`src/rtl/gray_arbiter_if.sv`:
```
// Request/grant and status bundle shared between gray_arbiter and its requesters.
// The master side drives requests, step counts and Clr; the slave side is the arbiter.
interface gray_arbiter_if;
    logic [1:0] Req;
    logic [3:0] Steps0;
    logic [3:0] Steps1;
    logic       Clr;
    logic [1:0] Gnt;
    logic       Busy;
    logic       Done;
    logic [2:0] Output;
    logic       Overflow;

    modport master (
        output Req, Steps0, Steps1, Clr,
        input  Gnt, Busy, Done, Output, Overflow
    );

    modport slave (
        input  Req, Steps0, Steps1, Clr,
        output Gnt, Busy, Done, Output, Overflow
    );
endinterface

```
`src/rtl/gray_arbiter.sv`:
```
// Two-requester round-robin arbiter; the owner runs a job of N steps on a shared
// 3-bit Gray counter, with a sticky overflow flag on each 100->000 wrap.
module gray_arbiter (
    input  logic           Clk,
    input  logic           Reset,
    gray_arbiter_if.slave  bus
);

    typedef enum logic [1:0] {IDLE, GRANT, RUN, DONE} state_t;

    state_t     state_q, state_d;
    logic       owner_q, owner_d;
    logic       last_q, last_d;
    logic [3:0] remaining_q, remaining_d;
    logic [2:0] count_q, count_d;
    logic       overflow_q, overflow_d;

    logic       ownerReq;
    logic       advance;
    logic       wrap;
    logic [3:0] stepsSel;

    function automatic logic [2:0] grayNext(input logic [2:0] g);
        logic [2:0] b;
        b[2] = g[2];
        b[1] = b[2] ^ g[1];
        b[0] = b[1] ^ g[0];
        b    = b + 3'd1;
        return b ^ (b >> 1);
    endfunction

    always_ff @(posedge Clk) begin
        if (Reset) begin
            state_q     <= IDLE;
            owner_q     <= 1'b0;
            last_q      <= 1'b1;
            remaining_q <= 4'd0;
            count_q     <= 3'b000;
            overflow_q  <= 1'b0;
        end else begin
            state_q     <= state_d;
            owner_q     <= owner_d;
            last_q      <= last_d;
            remaining_q <= remaining_d;
            count_q     <= count_d;
            overflow_q  <= overflow_d;
        end
    end

    // Losing the owner's request in GRANT or RUN aborts the job and still counts as its turn.
    always_comb begin
        state_d     = state_q;
        owner_d     = owner_q;
        last_d      = last_q;
        remaining_d = remaining_q;
        advance     = 1'b0;
        ownerReq    = bus.Req[owner_q];
        stepsSel    = owner_q ? bus.Steps1 : bus.Steps0;

        unique case (state_q)
            IDLE: begin
                if (bus.Req != 2'b00) begin
                    owner_d = (bus.Req == 2'b11) ? ~last_q : bus.Req[1];
                    state_d = GRANT;
                end
            end
            GRANT: begin
                if (!ownerReq) begin
                    last_d  = owner_q;
                    state_d = IDLE;
                end else begin
                    remaining_d = (stepsSel > 4'd8) ? 4'd8 : stepsSel;
                    state_d     = (stepsSel == 4'd0) ? DONE : RUN;
                end
            end
            RUN: begin
                if (!ownerReq) begin
                    last_d  = owner_q;
                    state_d = IDLE;
                end else begin
                    advance     = 1'b1;
                    remaining_d = remaining_q - 4'd1;
                    if (remaining_q == 4'd1) begin
                        state_d = DONE;
                    end
                end
            end
            DONE: begin
                last_d  = owner_q;
                state_d = IDLE;
            end
            default: state_d = IDLE;
        endcase
    end

    // A wrap on the same edge as Clr keeps the flag set.
    always_comb begin
        count_d    = advance ? grayNext(count_q) : count_q;
        wrap       = advance && (count_q == 3'b100);
        overflow_d = wrap ? 1'b1 : (bus.Clr ? 1'b0 : overflow_q);
    end

    assign bus.Gnt      = (state_q == IDLE) ? 2'b00 : (owner_q ? 2'b10 : 2'b01);
    assign bus.Busy     = (state_q != IDLE);
    assign bus.Done     = (state_q == DONE);
    assign bus.Output   = count_q;
    assign bus.Overflow = overflow_q;

endmodule

```
`src/flat_wrapper.sv`:
```
// flat-port wrapper written by rule: the top's interface ports become plain ports
module gray_arbiter_flat 
  (Clk, Reset, bus_Req, bus_Steps0, bus_Steps1, bus_Clr, bus_Gnt, bus_Busy, bus_Done, bus_Output, bus_Overflow);
  gray_arbiter_if bus_i ();
  input  logic Clk;
  input  logic Reset;
  input wire logic [$bits(bus_i.Req)-1:0] bus_Req;
  input wire logic [$bits(bus_i.Steps0)-1:0] bus_Steps0;
  input wire logic [$bits(bus_i.Steps1)-1:0] bus_Steps1;
  input wire logic [$bits(bus_i.Clr)-1:0] bus_Clr;
  output wire logic [$bits(bus_i.Gnt)-1:0] bus_Gnt;
  output wire logic [$bits(bus_i.Busy)-1:0] bus_Busy;
  output wire logic [$bits(bus_i.Done)-1:0] bus_Done;
  output wire logic [$bits(bus_i.Output)-1:0] bus_Output;
  output wire logic [$bits(bus_i.Overflow)-1:0] bus_Overflow;
  assign bus_i.Req = bus_Req;
  assign bus_i.Steps0 = bus_Steps0;
  assign bus_i.Steps1 = bus_Steps1;
  assign bus_i.Clr = bus_Clr;
  assign bus_Gnt = bus_i.Gnt;
  assign bus_Busy = bus_i.Busy;
  assign bus_Done = bus_i.Done;
  assign bus_Output = bus_i.Output;
  assign bus_Overflow = bus_i.Overflow;
  gray_arbiter u_core (.Clk(Clk), .Reset(Reset), .bus(bus_i));
endmodule
```
`config.mk`:
```
export PLATFORM = sky130hd
export DESIGN_NAME = gray_arbiter_flat
export DESIGN_NICKNAME = d
export VERILOG_FILES = /design/src/rtl/gray_arbiter_if.sv /design/src/rtl/gray_arbiter.sv /design/src/flat_wrapper.sv
export SDC_FILE = /design/constraint.sdc
export NUM_CORES = 1
export LEC_CHECK = 0
export ABC_CLOCK_PERIOD_IN_PS = 3300
export CAP_MARGIN = 15
export CORE_MARGIN = 5
export CORE_UTILIZATION = 35
export DETAILED_ROUTE_END_ITERATION = 12
export GPL_ROUTABILITY_DRIVEN = 0
export GPL_TIMING_DRIVEN = 1
export PLACE_DENSITY = 0.71
export SLEW_MARGIN = 20
export SYNTH_ARGS = -nofsm -noshare
export SYNTH_HDL_FRONTEND = slang
export SYNTH_SLANG_ARGS = --single-unit
```
`constraint.sdc`:
```
create_clock -name Clk -period 3.3 [get_ports Clk]
set_clock_uncertainty 0.05 [all_clocks]
set_input_delay 0.66 -clock Clk [delete_from_list [all_inputs] [get_ports Clk]]
set_output_delay 0.66 -clock Clk [all_outputs]
set_load 0.05 [all_outputs]
```
Yosys cells after proc, flatten, opt, wreduce, memory -nomap -nowiden. Index checks and enable logic that the tools add are counted.

Add/subtract/negate cells: 2. Multipliers: 0. Divide/modulo/power cells: 0. Magnitude comparators: 2. Equal/unequal tests: 11. Shifts and indexed selects: 0. Mux-type cells: 22. Bitwise operators: 4. Reductions and logical operators: 13.

Operator list (number): 4-bit two-way mux (4); 2-bit two-way mux (6); 2-bit nonzero test (5); 1-bit two-way mux (9); 2-bit one-hot mux with 4 select lines (1); 4-bit one-hot mux with 2 select lines (1); 2-bit equality test, second input constant (3); 2-bit by 1-bit inequality test with 1-bit output, second input constant (3); 2-bit AND reduction (3); 4-bit by 1-bit equality test with 1-bit output, second input constant (1); 4-bit greater-than comparator, second input constant (1); 4-bit logical NOT (1); 4-bit by 1-bit subtractor with 4-bit output, second input constant (1); 3-bit by 1-bit adder with 3-bit output, second input constant (1); 3-bit equality test, second input constant (1); 3-bit inequality test, second input constant (1); 3-bit AND reduction (1); 3-bit by 2-bit XOR with 3-bit output (1); 2-bit by 1-bit equality test with 1-bit output, second input constant (1); 2-bit logical NOT (1); 1-bit by 2-bit < comparator with 1-bit output, second input constant (1); 2-bit inequality test, second input constant (1); 1-bit one-hot mux with 2 select lines (1); 2-bit OR reduction (1); 3 further kinds (4).

Register bits: 12. Latch bits: 0. Bits in writable memories: 0. Memory bits (read-only): 0. Input port bits: 13. Output and inout port bits: 8. Word-level logic and storage cells: 60. Memories kept: 0.

Logic depth before layout (Yosys ltp). Gate-level depths: netlist of run 1.

Depth after elaboration: 6. Mapped depth: 7. Depth with buffers taken out: 6.

Worst setup path after synthesis of run 1. No wires, ideal clock.

Path kind: reg-to-output. From: register u_core.state_q[0]. To: output bus_Gnt[0]. Data arrival time: 1.318 ns. Data required time: 2.590 ns. Slack: 1.272 ns. Stages on the path, launching flop included: 4. Buffers on the path: 0. Cells stage by stage: dfxtp_1 inv_1 ha_1 nor2_1.

Longest elaborated chain between the ends: 2.

RTL lines: from (decl) (RTL line gray_arbiter.sv:11) `state_t state_q, state_d;`; from (signal assigned) (RTL line gray_arbiter.sv:41) `state_q <= state_d;`; 2-bit logical NOT (RTL line gray_arbiter.sv:103) `assign bus.Gnt = (state_q == IDLE) ? 2'b00 : (owner_q ? 2'b10 : 2'b01);`; 2-bit two-way mux (RTL line gray_arbiter.sv:103); to (decl) (RTL line flat_wrapper.sv:11) `output wire logic [$bits(bus_i.Gnt)-1:0] bus_Gnt;`.

No other way between the ends.

Worst setup path after layout of run 1. Ends and elaborated chain as after synthesis.

==> results of run 1 <==
==> worst min-delay path: stages (launching register included) <==
cell      delay [ps]
dfxtp_1          320
nand2b_1          70
a21oi_1           50
==> layer usage <==
| metal | track usage | up-vias | share of wire |
|---|---|---|---|
| li1 | - | 401 | - |
| met3 | 0.0439 | 2 | 0.048 |
| met4 | 0.0364 | 0 | 0.0078 |
| met5 | 0 | - | 0 |
| met1 | 0.141 | 341 | 0.46 |
| met2 | 0.175 | 11 | 0.49 |
==> synth_stat cells (all sizes together), types with 4 or more instances <==
master	n
nor3	4
nor2	9
dfxtp	12
a211oi	4
a21oi	7
ha	7
inv	8
mux2i	5
o21ai	6
nand2	7
==> cell families after synthesis <==
kind of cell	after synthesis	synth area share
muxes	8	0.106
buffers and inverters	11	0.0608
adders and majority gates	7	0.106
DFF	12	0.292
and+or+nand+nor	34	0.216
AOI/OAI and AO/OA	25	0.208
xor gates and xnor gates	1	0.0106
==> power groups by stage <==
stage               registers [mW]  clock network [mW]  logic, mW
floorplan                    0.167                   0     0.0998
global placement             0.171                   0      0.135
detailed placement           0.172                   0      0.137
CTS                          0.169               0.125      0.138
global route                 0.171               0.132      0.154
finish                       0.169               0.122      0.138
==> metrics by stage <==
| step | area, um^2 | util |
|---|---|---|
| floorplan | 823 | - |
| global placement | 1040 | 0.465 |
| detailed placement | 1040 | 0.465 |
| CTS | 1070 | 0.481 |
| global route | 1070 | 0.481 |
| finish | 1070 | 0.481 |
==> cell usage in the layout (no fill, tap or decap), types with 5 or more instances in the layout <==
| cell type | Yosys | final |
|---|---|---|
| nor2_1 | 9 | 9 |
| nand2_1 | 7 | 7 |
| mux2i_1 | 5 | 5 |
| a21oi_1 | 7 | 7 |
| inv_1 | 8 | 8 |
| dfxtp_1 | 12 | 12 |
| clkdlybuf4s50_1 | 0 | 20 |
| ha_1 | 7 | 7 |
| o21ai_0 | 5 | 5 |
==> worst paths after layout <==
check / slack, ps / to / cells after the start
max reg2reg: 1430 / u_core.remaining_q[0]$_SDFFE_PP0P_ / 6
min: 430 / u_core.bus.Overflow$_SDFFE_PP0P_ / 2
max: 620 / bus_Gnt[0] / 4
min reg2reg: 430 / u_core.bus.Overflow$_SDFFE_PP0P_ / 2
==> layout make-up <==
type                       instances  share of cell area
clock buffer                       4              0.0338
inverter                           8              0.0279
multi-input combinational         75               0.496
sequential                        12               0.224
tap                               28              0.0326
timing repair buffer              20               0.186
==> flow_summary.toml, run 1 <==
[sta]
rsz0062_at_grt = "no"
tightestPinTransition_ps = 509
fmax_mhz = 373
hold_viol_final = 0
finalSetupTns_ps = 0
setup_viol = 0
period_share = 0.813
fin_ws_ps = 619
hold_ws_ps = 425
fin_crit_ps = 2680
drv_slew = 0
slew_headroom = 0.659

[pwr]
p_int_mw = 0.284
cellPowerDensity_nw_per_um2 = 399
p_sw_frac = 0.336
p_sw_mw = 0.144
power.total_mw = 0.429
leakage_nw = 0.393
peakVddDrop_v = 0.000286
seqPwrFrac = 0.394
clockPowerShare = 0.285
combPwrFrac = 0.321

[global_route]
grt_pass1_wl_um = 3040
grt_pass1_vias = 695
grt_usage = 0.112
grt_max_degree = 17
antenna_found_initial = 0
gr-total-overflow = 0

[critical_path]
slowest_delay_ps = 820
crit_family = "buffers and inverters"
criticalPathCategory = "reg -> out"
crit_path_start_kind = "flop"
cp_slowest_cell = "clkdlybuf4s50_1"
cp-end-kind = "output pin"
crit_fanout = 6
worst_ep_required_time_ps = 2590
arrival_ps = 1970
crit_buf_inv = 2
cp-startpoint = "u_core.state_q[0]$_SDFFE_PP0P_"
r2r_start = "u_core.state_q[0]$_SDFFE_PP0P_"
worstPathCellList = "inv_1 > ha_1 > nor2_1 > clkdlybuf4s50_1"

[layout]
diodes = 0
regArea_um2 = 240
layout.cells.non_filler = 147
fill_cells = 230
fin_nets = 140
multi_input_area_um2 = 533
area_growth_pct = 30.5
drive_gt1_frac = 0.0840

[placement]
dp_cells = 143
pre_cts_ws_ps = 925
io_buffers = 20
hpwl_um = 1420

[floorplan]
io_pins = 21
die_w_um = 58.5
die_area_um2 = 3420
die_h_um = 58.5
start_util = 0.369
core_area_um2 = 2230
rows = 17

[worst_hold_path]
worstHoldPathType = "reg -> reg"
hold_start = "u_core.bus.Overflow$_SDFFE_PP0P_"

[logic_synthesis]
synth-edff-count = 0
yosysTopAreaCell = "dfxtp_1"
synth-warning-count = 0
syn_avg_cell_area_um2 = 8.40
postSynthCellCount = 98
ys_seq_elements = 12
ys_seq_area_frac = 0.292
ys_top_cells_by_area = "dfxtp_1, ha_1, mux2i_1"
synthesis.area_um2 = 823
synth_top_cell_area_share = 0.292
synth_cell_types = 34
syn_nets = 118
async_flop_share = 0
synth_ff_type = "dfxtp_1"

[cts]
clkSlewWorstSetupHoldPaths_ps = 90
root_buffer = "clkbuf_4"
htree_num_levels = 1
cts_tree = "built"
worstSkewPairLatency_ps = 290
cts_buffer_depth = 2
post_cts_buffers = 0
cts_resized = 0
cts_buffers = 3
clock_sinks = 12
postCtsHoldBufs = 0

[detailed_routing]
dr.pass1.iters = 4
post-route-drc-count = 0
drtIter0Drc = 15
vias = 755
wl_per_cell_um = 12.2
viasPerCell = 5.14
drt.antenna.violating_nets = 0
wl_um = 1790

[status]
status = "completed"

[flow_run]
maxCapViolCount = 0
(Power assumes the default switching activity.)
==> run 2: changes to the inputs <==
--- a/config.mk
+++ b/config.mk
@@ -5,7 +5,7 @@
 export SDC_FILE = /design/constraint.sdc
 export NUM_CORES = 1
 export LEC_CHECK = 0
-export ABC_CLOCK_PERIOD_IN_PS = 3300
+export ABC_CLOCK_PERIOD_IN_PS = 2480
 export CAP_MARGIN = 15
 export CORE_MARGIN = 5
 export CORE_UTILIZATION = 35
==> constraint.sdc (replaced) <==
create_clock -name Clk -period 2.48 [get_ports Clk]
set_clock_uncertainty 0.05 [all_clocks]
set_input_delay 0.496 -clock Clk [delete_from_list [all_inputs] [get_ports Clk]]
set_output_delay 0.496 -clock Clk [all_outputs]
set_load 0.05 [all_outputs]
==> run 2 against run 1 <==
  * Register-to-register slack worse by 780 ps
  * First-iteration DRC count down 13%
  * Critical path depth down 2
  * Final cell count unchanged
  * Wire length up 0.95%
  * Combinational power up 31%
  * Clock power up 34%
  * Core utilization down 0.11 points
  * Sequential power up 33%
  * Sequential cell count unchanged
  * Largest cell class unchanged
  * Hold slack better by 5.1 ps
  * Clock-buffer cell count unchanged
==> flow_summary.toml, run 2 (synthesized netlist as in run 1, its figures left out) <==
[floorplan]
start_util = 0.369
core_area_um2 = 2230
die_h_um = 58.5
rows = 17
die_area_um2 = 3420
die_w_um = 58.5
io_pins = 21

[pwr]
cellPowerDensity_nw_per_um2 = 530
leakage_nw = 0.409
peakVddDrop_v = 0.000374

[sta]
fin_crit_ps = 2200
fmax_mhz = 454
fin_ws_ps = 277
tightestPinTransition_ps = 534
setup_viol = 0
slew_headroom = 0.643
hold_ws_ps = 430
period_share = 0.888
hold_viol_final = 0
finalSetupTns_ps = 0
rsz0062_at_grt = "no"
drv_slew = 0

[critical_path]
arrival_ps = 1660
worstPathCellList = "ha_1 > clkdlybuf4s50_1"
worstReg2RegEnd = "u_core.remaining_q[1]$_SDFFE_PP0P_"
r2r_start = "u_core.state_q[0]$_SDFFE_PP0P_"
cp.depth = 2
setup.worst_path.end = "bus_Done"
cp-end-kind = "output pin"
crit_fanout = 3
slowest_delay_ps = 810
crit_family = "buffers and inverters"
r2r_cells = 6
worst_ep_required_time_ps = 1930
cp_slowest_cell = "clkdlybuf4s50_1"
crit_buf_inv = 1
cp-startpoint = "u_core.state_q[1]$_SDFFE_PP0P_"
criticalPathCategory = "reg -> out"
crit_path_start_kind = "flop"
r2r_setup_slack_ps = 650

[global_route]
antenna_found_initial = 0
grt_max_degree = 17
grt_pass1_vias = 664
grt_usage = 0.109
gr-total-overflow = 0
grt_pass1_wl_um = 2880

[detailed_routing]
drtIter0Drc = 13
wl_per_cell_um = 12.3
dr.pass1.iters = 4
vias = 742
post-route-drc-count = 0
drt.antenna.violating_nets = 0
viasPerCell = 5.05
wl_um = 1810

[cts]
cts_buffer_depth = 2
root_buffer = "clkbuf_4"
htree_num_levels = 1
cts_resized = 0
cts_tree = "built"
clkSlewWorstSetupHoldPaths_ps = 80
clock_sinks = 12
postCtsHoldBufs = 0
worstSkewPairLatency_ps = 280
post_cts_buffers = 0
cts_buffers = 3

[layout]
area_growth_pct = 30.2
final_cell_mix = "clkdlybuf4s50_1, dfxtp_1, nor2_1"
fill_cells = 230
drive_gt1_frac = 0.101
fin_nets = 140
final_common_cell = "clkdlybuf4s50_1"
layout.cells.non_filler = 147
diodes = 0
fin_area_um2 = 1070

[status]
status = "completed"

[placement]
hpwl_um = 1420
io_buffers = 20
place_area_um2 = 1030
dp_cells = 143
pre_cts_ws_ps = 358

[flow_run]
maxCapViolCount = 0

[worst_hold_path]
worstHoldPathType = "reg -> reg"
-- run 2: power breakdown --
group | total (mW) | switching (mW) | internal (mW)
Clock | 0.163 | 0.0732 | 0.0894
Combinational | 0.181 | 0.101 | 0.0797
Sequential | 0.225 | 0.0166 | 0.208
-- run 2: final cells by class --
cell class | count | area [um^2] | area share
inverter | 8 | 30.0 | 0.0280
timing repair buffer | 20 | 198 | 0.184
clock buffer | 4 | 36.3 | 0.0338
sequential | 12 | 240 | 0.224
tap | 28 | 35.0 | 0.0327
multi-input combinational | 75 | 533 | 0.497
-- run 2: worst min path at each step --
stage / start / endpoint / slack [ps] / depth (start not counted)
final: u_core.bus.Overflow$_SDFFE_PP0P_ / u_core.bus.Overflow$_SDFFE_PP0P_ / 430 / 2
after global placement: u_core.bus.Overflow$_SDFFE_PP0P_ / u_core.bus.Overflow$_SDFFE_PP0P_ / 410 / 2
after detailed placement: u_core.bus.Overflow$_SDFFE_PP0P_ / u_core.bus.Overflow$_SDFFE_PP0P_ / 420 / 2
after CTS: u_core.bus.Overflow$_SDFFE_PP0P_ / u_core.bus.Overflow$_SDFFE_PP0P_ / 430 / 2
after global routing: u_core.bus.Overflow$_SDFFE_PP0P_ / u_core.bus.Overflow$_SDFFE_PP0P_ / 440 / 2
after floorplan: u_core.remaining_q[3]$_SDFFE_PP0P_ / u_core.remaining_q[3]$_SDFFE_PP0P_ / 410 / 2
-- run 2: worst min-delay path, stage by stage (launching register included) --
cell and delay, ps:
dfxtp_1 320, nand2b_1 60, a21oi_1 50
-- run 2: stage by stage --
| stage | total power, mW | utilization |
|---|---|---|
| 3_3_place_gp | 0.406 | 0.463 |
| 6_report | 0.568 | 0.480 |
| 2_1_floorplan | 0.356 | - |
| 3_5_place_dp | 0.410 | 0.463 |
| 4_1_cts | 0.577 | 0.479 |
| 5_1_grt | 0.604 | 0.480 |
-- run 2: layer usage --
| layer | vias up | track usage | wire length, um |
|---|---|---|---|
| li1 | 394 | - | - |
| met1 | 334 | 0.124 | 814 |
| met2 | 9 | 0.187 | 905 |
| met3 | 5 | 0.0329 | 54 |
| met4 | 0 | 0.0497 | 31 |
| met5 | - | 0 | 0 |
